$ cat src/rtl/drive_pkg.sv
// Shared constants, state encoding and pulse-width clamp for the drive-motor PWM path.
package drive_pkg;

    localparam int PW_W = 17;

    localparam int FRAME_CYCLES_DEF = 1000000;
    localparam int PW_NEUTRAL_DEF   = 75260;
    localparam int PW_MIN_DEF       = 70260;
    localparam int PW_MAX_DEF       = 80260;
    localparam int STEP_DEF         = 500;
    localparam int WDOG_FRAMES_DEF  = 25;
    localparam int HOLD_FRAMES_DEF  = 50;

    typedef enum logic [1:0] {
        IDLE     = 2'd0,
        HOST     = 2'd1,
        AUTO     = 2'd2,
        FAILSAFE = 2'd3
    } drive_state_e;

    function automatic logic [PW_W-1:0] clamp_pw(input logic [PW_W-1:0] pw,
                                                 input logic [PW_W-1:0] lo,
                                                 input logic [PW_W-1:0] hi);
        if (pw < lo)      return lo;
        else if (pw > hi) return hi;
        else              return pw;
    endfunction

endpackage

$ cat src/rtl/pwm_frame_gen.sv
// Frame counter and registered PWM compare; exports frame_start and the end-of-frame boundary strobe.
module pwm_frame_gen
    import drive_pkg::*;
#(
    parameter int FRAME_CYCLES = FRAME_CYCLES_DEF
) (
    input  logic            m_clock,
    input  logic            p_reset,
    input  logic [PW_W-1:0] cur_pw,
    output logic            power,
    output logic            frame_start,
    output logic            boundary
);

    localparam int CNT_W = (FRAME_CYCLES > 1) ? $clog2(FRAME_CYCLES) : 1;
    localparam logic [CNT_W-1:0] LAST = CNT_W'(FRAME_CYCLES - 1);

    logic [CNT_W-1:0] cnt_q, cnt_d;
    logic             power_q, power_d;

    assign boundary    = (cnt_q == LAST);
    assign frame_start = (cnt_q == '0);
    assign power       = power_q;

    always_comb begin
        cnt_d   = boundary ? '0 : cnt_q + CNT_W'(1);
        power_d = (32'(cnt_q) < 32'(cur_pw));
    end

    // Reset drops power at once, truncating any pulse in flight.
    always_ff @(posedge m_clock) begin
        if (p_reset) begin
            cnt_q   <= '0;
            power_q <= 1'b0;
        end else begin
            cnt_q   <= cnt_d;
            power_q <= power_d;
        end
    end

endmodule

$ cat src/rtl/drive_sequencer.sv
// Drive PWM sequencer: host/auto arbitration, clamp, per-frame ramp and watchdog failsafe.
// Build option DRIVE_SEQ_RAMP_EN: defined = rate-limited ramp, undefined = step to target at each boundary.
module drive_sequencer
    import drive_pkg::*;
#(
    parameter int FRAME_CYCLES = FRAME_CYCLES_DEF,
    parameter int PW_NEUTRAL   = PW_NEUTRAL_DEF,
    parameter int PW_MIN       = PW_MIN_DEF,
    parameter int PW_MAX       = PW_MAX_DEF,
    parameter int STEP         = STEP_DEF,
    parameter int WDOG_FRAMES  = WDOG_FRAMES_DEF,
    parameter int HOLD_FRAMES  = HOLD_FRAMES_DEF
) (
    input  logic            m_clock,
    input  logic            p_reset,
    input  logic            host_valid,
    output logic            host_ready,
    input  logic [PW_W-1:0] host_pw,
    input  logic            auto_valid,
    output logic            auto_ready,
    input  logic [PW_W-1:0] auto_pw,
    output logic            power,
    output logic [PW_W-1:0] cur_pw,
    output logic [1:0]      src,
    output logic            wdog_trip,
    output logic            frame_start
);

    localparam int WD_W   = $clog2(WDOG_FRAMES + 1);
    localparam int HOLD_W = $clog2(HOLD_FRAMES + 1);
    localparam logic [PW_W-1:0]   NEUTRAL = PW_W'(PW_NEUTRAL);
    localparam logic [PW_W-1:0]   LO      = PW_W'(PW_MIN);
    localparam logic [PW_W-1:0]   HI      = PW_W'(PW_MAX);
    localparam logic [WD_W-1:0]   WD_MAX  = WD_W'(WDOG_FRAMES);
    localparam logic [HOLD_W-1:0] HOLD_LD = HOLD_W'(HOLD_FRAMES);

    drive_state_e      state_q, state_d;
    logic [PW_W-1:0]   target_q, target_d;
    logic [PW_W-1:0]   cur_pw_q, cur_pw_d;
    logic [WD_W-1:0]   wdog_q, wdog_d;
    logic [HOLD_W-1:0] hold_q, hold_d;

    logic            boundary;
    logic            host_acc, auto_acc, acc, trip;
    logic [PW_W-1:0] ramp_pw;
`ifdef DRIVE_SEQ_RAMP_EN
    logic [PW_W:0]   up_pw, dn_gap;
`endif

    assign host_ready = ~p_reset;
    assign auto_ready = ~host_valid & (hold_q == '0);
    assign host_acc   = host_valid & host_ready;
    assign auto_acc   = auto_valid & auto_ready;
    assign acc        = host_acc | auto_acc;

    assign cur_pw    = cur_pw_q;
    assign src       = state_q;
    assign wdog_trip = (state_q == FAILSAFE);

    pwm_frame_gen #(
        .FRAME_CYCLES(FRAME_CYCLES)
    ) u_frame (
        .m_clock    (m_clock),
        .p_reset    (p_reset),
        .cur_pw     (cur_pw_q),
        .power      (power),
        .frame_start(frame_start),
        .boundary   (boundary)
    );

    always_comb begin
        ramp_pw = cur_pw_q;
`ifdef DRIVE_SEQ_RAMP_EN
        up_pw  = {1'b0, cur_pw_q} + (PW_W+1)'(STEP);
        dn_gap = {1'b0, cur_pw_q} - {1'b0, target_q};
        if (cur_pw_q < target_q)
            ramp_pw = (up_pw > {1'b0, target_q}) ? target_q : up_pw[PW_W-1:0];
        else if (cur_pw_q > target_q)
            ramp_pw = (dn_gap > (PW_W+1)'(STEP)) ? cur_pw_q - PW_W'(STEP) : target_q;
`else
        ramp_pw = target_q;
`endif
        // Ramp reads target_q, so an accept on the boundary cycle lands one frame later.
        cur_pw_d = boundary ? ramp_pw : cur_pw_q;

        hold_d = hold_q;
        if (host_acc)                        hold_d = HOLD_LD;
        else if (boundary && hold_q != '0)   hold_d = hold_q - HOLD_W'(1);

        wdog_d = wdog_q;
        if (acc)                             wdog_d = '0;
        else if (boundary && wdog_q != WD_MAX) wdog_d = wdog_q + WD_W'(1);

        // IDLE never trips; an accept on the same edge wins.
        trip = !acc && (wdog_d == WD_MAX) && (state_q == HOST || state_q == AUTO);

        state_d  = state_q;
        target_d = target_q;
        if (host_acc) begin
            state_d  = HOST;
            target_d = clamp_pw(host_pw, LO, HI);
        end else if (auto_acc) begin
            state_d  = AUTO;
            target_d = clamp_pw(auto_pw, LO, HI);
        end else if (trip) begin
            state_d  = FAILSAFE;
            target_d = NEUTRAL;
        end
    end

    always_ff @(posedge m_clock) begin
        if (p_reset) begin
            state_q  <= IDLE;
            target_q <= NEUTRAL;
            cur_pw_q <= NEUTRAL;
            wdog_q   <= '0;
            hold_q   <= '0;
        end else begin
            state_q  <= state_d;
            target_q <= target_d;
            cur_pw_q <= cur_pw_d;
            wdog_q   <= wdog_d;
            hold_q   <= hold_d;
        end
    end

endmodule

$ cat config.mk
export PLATFORM = sky130hd
export DESIGN_NAME = drive_sequencer
export DESIGN_NICKNAME = d
export VERILOG_FILES = /design/src/rtl/drive_pkg.sv /design/src/rtl/pwm_frame_gen.sv /design/src/rtl/drive_sequencer.sv
export SDC_FILE = /design/constraint.sdc
export NUM_CORES = 1
export LEC_CHECK = 0
export ABC_CLOCK_PERIOD_IN_PS = 2900
export CORE_MARGIN = 4
export CORE_UTILIZATION = 53
export CTS_BUF_LIST = sky130_fd_sc_hd__clkbuf_8 sky130_fd_sc_hd__clkbuf_16
export DETAILED_ROUTE_END_ITERATION = 10
export GPL_TIMING_DRIVEN = 0
export PLACE_DENSITY = 0.87
export SETUP_SLACK_MARGIN = 0.05
export SYNTH_ARGS = -nofsm -noshare
export SYNTH_HDL_FRONTEND = slang
export SYNTH_SLANG_ARGS = --single-unit
export TNS_END_PERCENT = 30
$ cat constraint.sdc
create_clock -name m_clock -period 2.9 [get_ports m_clock]
set_clock_uncertainty 0.05 [all_clocks]
set_input_delay 0.58 -clock m_clock [delete_from_list [all_inputs] [get_ports m_clock]]
set_output_delay 0.58 -clock m_clock [all_outputs]
set_load 0.02 [all_outputs]
# Word level (Yosys, flattened, before mapping)
# Index checks and enable logic that the tools add are counted.
dict set report totals {
  ff_bits 68
  in_bits 38
  out_inout_bits 24
  elab_cells 57
}
dict set report op_classes {
  add_sub_neg 3
  n_lt_le_gt_ge 5
  eq_ne 6
  n_mux 14
  bitwise 6
  reduce_logical 14
}
# op n
set op_table {}
lappend op_table {{2-to-1 mux 17 bit} 7}
lappend op_table {{greater-than comparator 17 bit, second input constant} 2}
lappend op_table {{< comparator 17 bit, second input constant} 2}
lappend op_table {{adder 20 x 1 -> 20 bit, second input constant} 1}
lappend op_table {{== test 20 bit, second input constant} 1}
lappend op_table {{logical NOT 20 bit} 1}
lappend op_table {{< comparator 20 x 17 -> 1 bit} 1}
lappend op_table {{2-to-1 mux 6 bit} 2}
lappend op_table {{2-to-1 mux 5 bit} 2}
lappend op_table {{logical NOT 6 bit} 1}
lappend op_table {{nonzero test 6 bit} 1}
lappend op_table {{subtractor 6 x 1 -> 6 bit, second input constant} 1}
lappend op_table {{adder 5 x 1 -> 5 bit, second input constant} 1}
lappend op_table {{== test 5 bit, second input constant} 1}
lappend op_table {{!= test 5 bit, second input constant} 1}
lappend op_table {{== test 2 bit, second input constant} 2}
lappend op_table {{logical AND 1 bit} 4}
lappend op_table {{2-to-1 mux 2 bit} 2}
lappend op_table {{nonzero test 2 bit} 2}
lappend op_table {{OR reduction 2 bit} 2}
lappend op_table {{AND 1 bit} 3}
lappend op_table {{nonzero test 3 bit} 1}
lappend op_table {{== test 2 x 1 -> 1 bit, second input constant} 1}
lappend op_table {{NOT 1 bit} 2}
lappend op_table {{other kinds (4)} 4}

# Logic depth before layout (Yosys ltp)
# Gate-level depths: netlist (run 1).
dict set report logic_depth {
  depth_word 11
  depth_mapped 9
  ltp_nobuf 8
}

# Cells and area by module
# Synthesis (run 1) repeated with hierarchy kept, for this count alone.
dict set report hier_totals {
  cells_unflattened 439
  area_unflattened_um2 3691.0
}
# module instances cells_each area_each_um2 seq_area_each_um2
set modules_own_cells {}
lappend modules_own_cells {drive_sequencer 1 272 2336.0 940.9}
lappend modules_own_cells {pwm_frame_gen 1 167 1355.0 420.4}

# Worst setup path after synthesis (run 1)
# No wires, ideal clock.
dict set report synth_path {
  path_type {reg-to-reg}
  startpoint {register hold_q[3]}
  endpoint {register target_q[13], in the netlist ramp_pw[13]}
  setup_ns 0.079
  arrival_time_ns 2.143
  t_required_ns 2.771
  slack_ns 0.628
  stages_incl_launch_ff 8
  path_buffers 1
  period_less_slack_ns 2.272
  cell_sequence {dfxtp_1 > or3_1 > nor3_1 > nand2_1 > nand2_1 > buf_1 > nor2_1 > a32oi_1}
}
dict set report synth_between {
  elab_chain_cells 9
  elab_cells_between_ends 12
  classes_between {eq/ne (1); mux (3); bitwise (3); reduce/logical (5)}
}
# item line_no
set synth_rtl {}
lappend synth_rtl {{start, declared} drive_sequencer.sv:41} ;# logic [HOLD_W-1:0] hold_q, hold_d;
lappend synth_rtl {{start signal, assigned} drive_sequencer.sv:123} ;# hold_q <= hold_d;
lappend synth_rtl {{logical NOT 6 bit *} drive_sequencer.sv:51} ;# assign auto_ready = ~host_valid & (hold_q == '0);
lappend synth_rtl {{AND 1 bit *} drive_sequencer.sv:51}
lappend synth_rtl {{named net auto_ready} drive_sequencer.sv:20} ;# output logic auto_ready,
lappend synth_rtl {{AND 1 bit *} drive_sequencer.sv:53} ;# assign auto_acc = auto_valid & auto_ready;
lappend synth_rtl {{OR 1 bit} drive_sequencer.sv:54} ;# assign acc = host_acc | auto_acc;
lappend synth_rtl {{2-to-1 mux 5 bit} drive_sequencer.sv:91} ;# if (acc) wdog_d = '0;
lappend synth_rtl {{== test 5 bit} drive_sequencer.sv:95} ;# trip = !acc && (wdog_d == WD_MAX) && (state_q == HOST || state_q == AUTO);
lappend synth_rtl {{logical AND 1 bit (2 in series)} drive_sequencer.sv:95}
lappend synth_rtl {{nonzero test 3 bit (no line)} --}
lappend synth_rtl {{end signal, assigned} drive_sequencer.sv:120} ;# target_q <= target_d;
lappend synth_rtl {{end, declared} drive_sequencer.sv:38} ;# logic [PW_W-1:0] target_q, target_d;
# The timed path passes the listed nets; every way through them passes the cells marked *.
# A chain may end at the register's enable or synchronous reset.

# Worst setup path in the final report (run 1)
dict set report layout_path {
  startpoint {input port p_reset}
  endpoint {output port host_ready}
}
dict set report layout_between {
  elab_chain_cells 1
}
# item line_no
set layout_rtl {}
lappend layout_rtl {{start, declared} drive_sequencer.sv:15} ;# input logic p_reset,
lappend layout_rtl {{NOT 1 bit} drive_sequencer.sv:50} ;# assign host_ready = ~p_reset;
lappend layout_rtl {{end, declared} drive_sequencer.sv:17} ;# output logic host_ready,
# Every way passes these cells.

==> results.toml, run 1 <==
[run_status]
status = "finished, final reports clean"

[global_route]
grt-ovfl-total = 0
grt_pass1_vias = 3545
grt_pass1_wl_mm = 17.0
grt_start_max_net_pins = 13
antenna_found_initial = 0
grt_use_total_pct = 24.9

[clocking]
cts_buffers = 9
post_cts_resized = 1
clk_pin_slew_ns = 0.07
cts_tree = "done"
post_cts_buffers = 0
cts_max_level = 3
clock_sinks = 68
clockRootBuffer = "clkbuf_8"
hold_buffers = 0
cts_buffer_depth = 2
clock_latency_ns = 0.35

[logic_synthesis]
netlist.area_leader.share_pct = 37.3
synth_area_leaders = "dfxtp_1, ha_1, nand2_1, nor2_1, xnor2_1"
ys_ff_latch = 68
synth_compound_area_share_pct = 18.3
syn_nets = 497
synth-seq-area-share_pct = 37.3
synth_mux_area_share_pct = 0.582
synth.distinct_cells = 59
async_reset_ff_share_pct = 0
synth_flop_cell = "dfxtp_1"
synthAdderAreaFrac_pct = 7.88
syn_avg_cell_area_um2 = 8.38
syn_area_mm2 = 0.00365
synth-simple-area-share_pct = 24.6
syn_inst = 436
synth_xor_area_share_pct = 6.47
synth_area_leader_cell = "dfxtp_1"
synth_top_family_by_area = "simple AND/OR/NAND/NOR gates"
synth_edf_count = 0
synth_warnings = 0

[detailed_routing]
drt-initial-drc-count = 247
wl_per_cell_um = 17.0
via_count = 3593
drtAntennaViolNets = 0
firstDrtPassIters = 5
drc = 0
finalWirelength_mm = 10.0
drt-vias-per-instance = 6.10

[min_path]
hold_depth = 2
hp-class = "flip-flop to flip-flop"

[power]
p_per_area_mw_per_mm2 = 411
ir_drop_uv = 281
power_mw = 1.87
p_leak_nw = 1.76

[setup_path]
crit_arrival_ns = 2.04
critPathLaunchType = "input pin"
crit_required_ns = 2.27
critPathKind = "input pin to output pin"
endpoint_kind = "output pin"
critical_path_peak_fanout = 10
r2r_cells = 8

[sta]
slew-limit-headroom_pct = 46.5
setup_viol = 0
slew_violations = 0
setup_ws_ns = 0.231
period_share_pct = 92.0
finalCriticalPeriod_ns = 2.67
hold_violations = 0
rsz0062_at_grt = "no"
fin_tns_setup_ns = 0
holdWs_ns = 0.418
fmax_mhz = 375
worst_pin_slew_ns = 0.797

[place]
place_ws_ns = -0.294
place.gp.congestion = 0.969
dp_hpwl_mm = 7.71
place.port_buffers = 60
place_area_mm2 = 0.00435

[final_layout]
synthToLayoutAreaGrowth_pct = 24.3
stdcell_area_mm2 = 0.00454
final_nets = 568
n_fill_cell = 517
antennaDiodeCount = 0
layout-drive-gt1-share_pct = 7.62

[die]
initial_core_util_pct = 55.9
ios = 62
die_area_mm2 = 0.00829
core.rowCount = 29
fp.coreArea_mm2 = 0.00653
dieHeight_um = 91.0
die-width_um = 91.0

[run]
cap_violations = 0
-- cells by family after synthesis --
group,after synthesis
fa+ha+maj,23
buf+inv,44
compound gates,100
flops,68
xor+xnor,27
mux,2
simple gates,172
-- metrics by stage --
| stage | util (%) | std cells |
|---|---|---|
| finish | 69.6 | 589 |
| global route | 69.6 | 589 |
| CTS | 69.3 | 589 |
| detailed placement | 66.6 | 573 |
| global placement | 66.6 | 573 |
| floorplan | - | 436 |
-- registers in the layout, indices dropped and copies added, names as in the netlist --
| name | flops |
|---|---|
| wdog_q | 5 |
| src | 2 |
| u_frame.cnt_q | 20 |
| ramp_pw | 17 |
| u_frame.power | 1 |
| cur_pw | 17 |
| hold_q | 6 |
-- metal layers --
metal | share of wire, % | global-route usage [%] | vias to the layer above
met5 | 0 | 0 | -
met4 | 1.3 | 6.91 | 0
met3 | 6.5 | 5.95 | 12
met2 | 49 | 42.6 | 141
met1 | 43 | 31.5 | 1720
li1 | - | - | 1720
-- area by class of cell --
| type | count | area (um^2) | area share, % |
|---|---|---|---|
| inverters | 31 | 120 | 2.64 |
| well taps | 77 | 96.3 | 2.12 |
| clock inverters | 6 | 40.0 | 0.881 |
| multi-input cells | 324 | 2120 | 46.7 |
| clock buffers | 10 | 138 | 3.03 |
| flip-flops and latches | 68 | 1360 | 30.0 |
| plain buffers | 13 | 66.3 | 1.46 |
| repair buffers | 60 | 599 | 13.2 |
-- path summary, 6_finish.rpt --
kind | from | end | slack, ns
min reg2reg | ramp_pw[14] | cur_pw[14] | 0.42
max reg2reg | u_frame.cnt_q[1] | ramp_pw[0] | 0.24
min | ramp_pw[14] | cur_pw[14] | 0.42
max | p_reset | host_ready | 0.23
-- worst max-delay path, cell delays in order --
cell,delay (ns)
clkbuf_2,0.18
clkinvlp_4,0.21
clkbuf_1,0.38
clkdlybuf4s50_1,0.69
-- power breakdown --
| group | switching (mW) | leakage (nW) | total [mW] | internal, mW |
|---|---|---|---|---|
| combinational | 0.106 | 1.13 | 0.203 | 0.0976 |
| sequential | 0.0164 | 0.553 | 0.971 | 0.955 |
| clock | 0.363 | 0.0803 | 0.692 | 0.329 |
| total | 0.485 | 1.76 | 1.87 | 1.38 |
-- cell usage in the layout (no fill, tap or decap), types with 3 or more instances in the layout --
cell,n
dfxtp_1,68
clkdlybuf4s50_1,59
nand2_1,45
nor2_1,42
inv_1,30
a21oi_1,25
o21ai_0,23
ha_1,23
nand3_1,19
xnor2_1,16
o211ai_1,15
and3_1,12
xor2_1,11
nor3_1,10
clkbuf_8,10
o32a_1,6
clkbuf_1,6
nor4_1,6
o22ai_1,5
clkinvlp_4,5
or3_1,4
nand4_1,4
nor2b_1,4
buf_1,3
nor3b_1,3
a32oi_1,3
-- cells in the mapped netlist (5+ instances only) --
| cell | number |
|---|---|
| a21oi_1 | 25 |
| and3_1 | 12 |
| clkbuf_1 | 8 |
| dfxtp_1 | 68 |
| ha_1 | 23 |
| inv_1 | 30 |
| nand2_1 | 45 |
| nand3_1 | 19 |
| nor2_1 | 42 |
| nor3_1 | 10 |
| nor4_1 | 6 |
| o211ai_1 | 15 |
| o21ai_0 | 23 |
| o22ai_1 | 5 |
| o32a_1 | 6 |
| xnor2_1 | 16 |
| xor2_1 | 11 |
No activity file was read; power rests on OpenSTA's default activity.
==> run 2: changes to the inputs <==
--- a/config.mk
+++ b/config.mk
@@ -7,4 +7,5 @@
 export LEC_CHECK = 0
 export ABC_CLOCK_PERIOD_IN_PS = 2900
+export CAP_MARGIN = 20
 export CORE_MARGIN = 4
 export CORE_UTILIZATION = 53
--- a/constraint.sdc
+++ b/constraint.sdc
@@ -3,3 +3,3 @@
 set_input_delay 0.58 -clock m_clock [delete_from_list [all_inputs] [get_ports m_clock]]
 set_output_delay 0.58 -clock m_clock [all_outputs]
-set_load 0.02 [all_outputs]
+set_load 0.01 [all_outputs]
==> run 2 against run 1 <==
Against the previous run: first-iteration DRC count down 20%; cell area up 0.22%; non-clock buffer count up 1; critical path depth unchanged; total power down 0.12%; die area unchanged.
==> results.toml, run 2 (synthesis gave the netlist of run 1 again) <==
[setup_path]
rrSetupSlack_ns = 0.24
r2r_end = "ramp_pw[0]"
crit_arrival_ns = 2.14
crit_chain = "or4_4 -> nor2_4 -> and4_2 -> clkdlybuf4s50_1"
critPathKind = "flip-flop to output pin"
critical_path_peak_fanout = 6
critPathSlowestCell = "or4_4"
cp_top_family = "simple AND/OR/NAND/NOR gates"
reg2reg_from = "u_frame.cnt_q[1]"
endpoint_kind = "output pin"
r2r_cells = 8
crit_buf_inv = 1
slowest_delay_ns = 0.56
crit_required_ns = 2.27
critPathLaunchType = "flip-flop"

[run_status]
status = "finished, final reports clean"

[final_layout]
final_util_pct = 69.7
n_fill_cell = 515
antennaDiodeCount = 0
final_nets = 569
largest_register = "u_frame.cnt_q"
synthToLayoutAreaGrowth_pct = 24.6
layout.cells.most_common_list = "dfxtp_1, clkdlybuf4s50_1, nand2_1, nor2_1, inv_1"
final_common_cell = "dfxtp_1"
largest_reg_flops = 20
layout-drive-gt1-share_pct = 7.99

[global_route]
grt_pass1_wl_mm = 17.0
grt_use_total_pct = 25.0
grt_start_max_net_pins = 13
grt-ovfl-total = 0
grt_pass1_vias = 3575
antenna_found_initial = 0

[sta]
holdWs_ns = 0.417
fmax_mhz = 361
worst_pin_slew_ns = 0.751
period_share_pct = 95.6
slew-limit-headroom_pct = 49.5
slew_violations = 0
hold_violations = 0
rsz0062_at_grt = "no"
finalCriticalPeriod_ns = 2.77
setup_viol = 0

[detailed_routing]
drt-vias-per-instance = 6.08
drtAntennaViolNets = 0
firstDrtPassIters = 4
via_count = 3588
finalWirelength_mm = 10.0
drt-initial-drc-count = 198
wl_per_cell_um = 17.0
drc = 0

[place]
dp_hpwl_mm = 7.71
place.gp.congestion = 0.969
place.port_buffers = 60

[die]
core.rowCount = 29
fp.coreArea_mm2 = 0.00653
dieHeight_um = 91.0
ios = 62
die_area_mm2 = 0.00829
die-width_um = 91.0
initial_core_util_pct = 55.9

[power]
power_mw = 1.87
p_per_area_mw_per_mm2 = 410
p_leak_nw = 1.77
ir_drop_uv = 279

[min_path]
min_from = "ramp_pw[14]"
hold_depth = 2
min_to = "cur_pw[14]"
hp-class = "flip-flop to flip-flop"

[clocking]
clock_latency_ns = 0.35
clk_pin_slew_ns = 0.08
cts_tree = "done"
clockRootBuffer = "clkbuf_8"
cts_max_level = 3
cts_buffer_depth = 2
cts_buffers = 9
clock_sinks = 68

[run]
cap_violations = 0
## run 2: tightest hold or removal path, delay by kind of cell, from the launching register on
| kind | cells | cell delay (ns) |
|---|---|---|
| compound gates | 1 | 0.06 |
| simple gates | 1 | 0.05 |
| flops | 1 | 0.31 |
## run 2: layout make-up
type	instances	area [um^2]	area share (%)
buffer	13	66.3	1.46
clock buffer	10	138	3.02
clock inverter	6	40.0	0.879
inverter	31	120	2.64
multi-input combinational	324	2120	46.6
sequential	68	1360	29.9
tap	77	96.3	2.12
timing repair buffer	61	608	13.4
## run 2: metrics by stage
stage | setup TNS [ns] | setup slack (ns) | instance area [um^2] | std cells
CTS | 0 | 0.0646 | 4540 | 590
global route | 0 | 0.0778 | 4550 | 590
global placement | -0.819 | -0.245 | 4350 | 573
finish | 0 | 0.128 | 4550 | 590
detailed placement | -1.13 | -0.294 | 4350 | 573
floorplan | 0 | 0.649 | 3650 | 436
## run 2: repair_timing
action / CTS / global route
hold buffers: 0 / 0
endpoints found under the setup margin: 1 / 9
resized for setup: 0 / 9
setup buffers: 1 / 0
pin swaps: 1 / 0
## run 2: metal layers
layer	global-route usage [%]	wire length (um)	vias to the layer above
met5	0	0	-
met4	7.54	192	0
met3	6.45	594	21
met2	42.7	4900	132
met1	31.1	4350	1716
li1	-	-	1719
## run 2: worst max path at each step
stage                           startpoint          end  slack (ns)  cells after the start
after floorplan           u_frame.cnt_q[0]  ramp_pw[10]        0.65                      9
after CTS                      host_pw[12]   ramp_pw[2]        0.06                      7
after global routing      u_frame.cnt_q[1]   ramp_pw[0]        0.08                      7
final                     u_frame.cnt_q[8]  frame_start        0.13                      4
after global placement          host_pw[7]   ramp_pw[2]       -0.25                      7
after detailed placement       host_pw[12]   ramp_pw[2]       -0.29                      7
## run 2: report_power, final
part	internal (mW)	switching, mW	total (mW)
combinational	0.0991	0.102	0.201
clock	0.329	0.364	0.693
sequential	0.955	0.0162	0.971
total	1.38	0.482	1.87
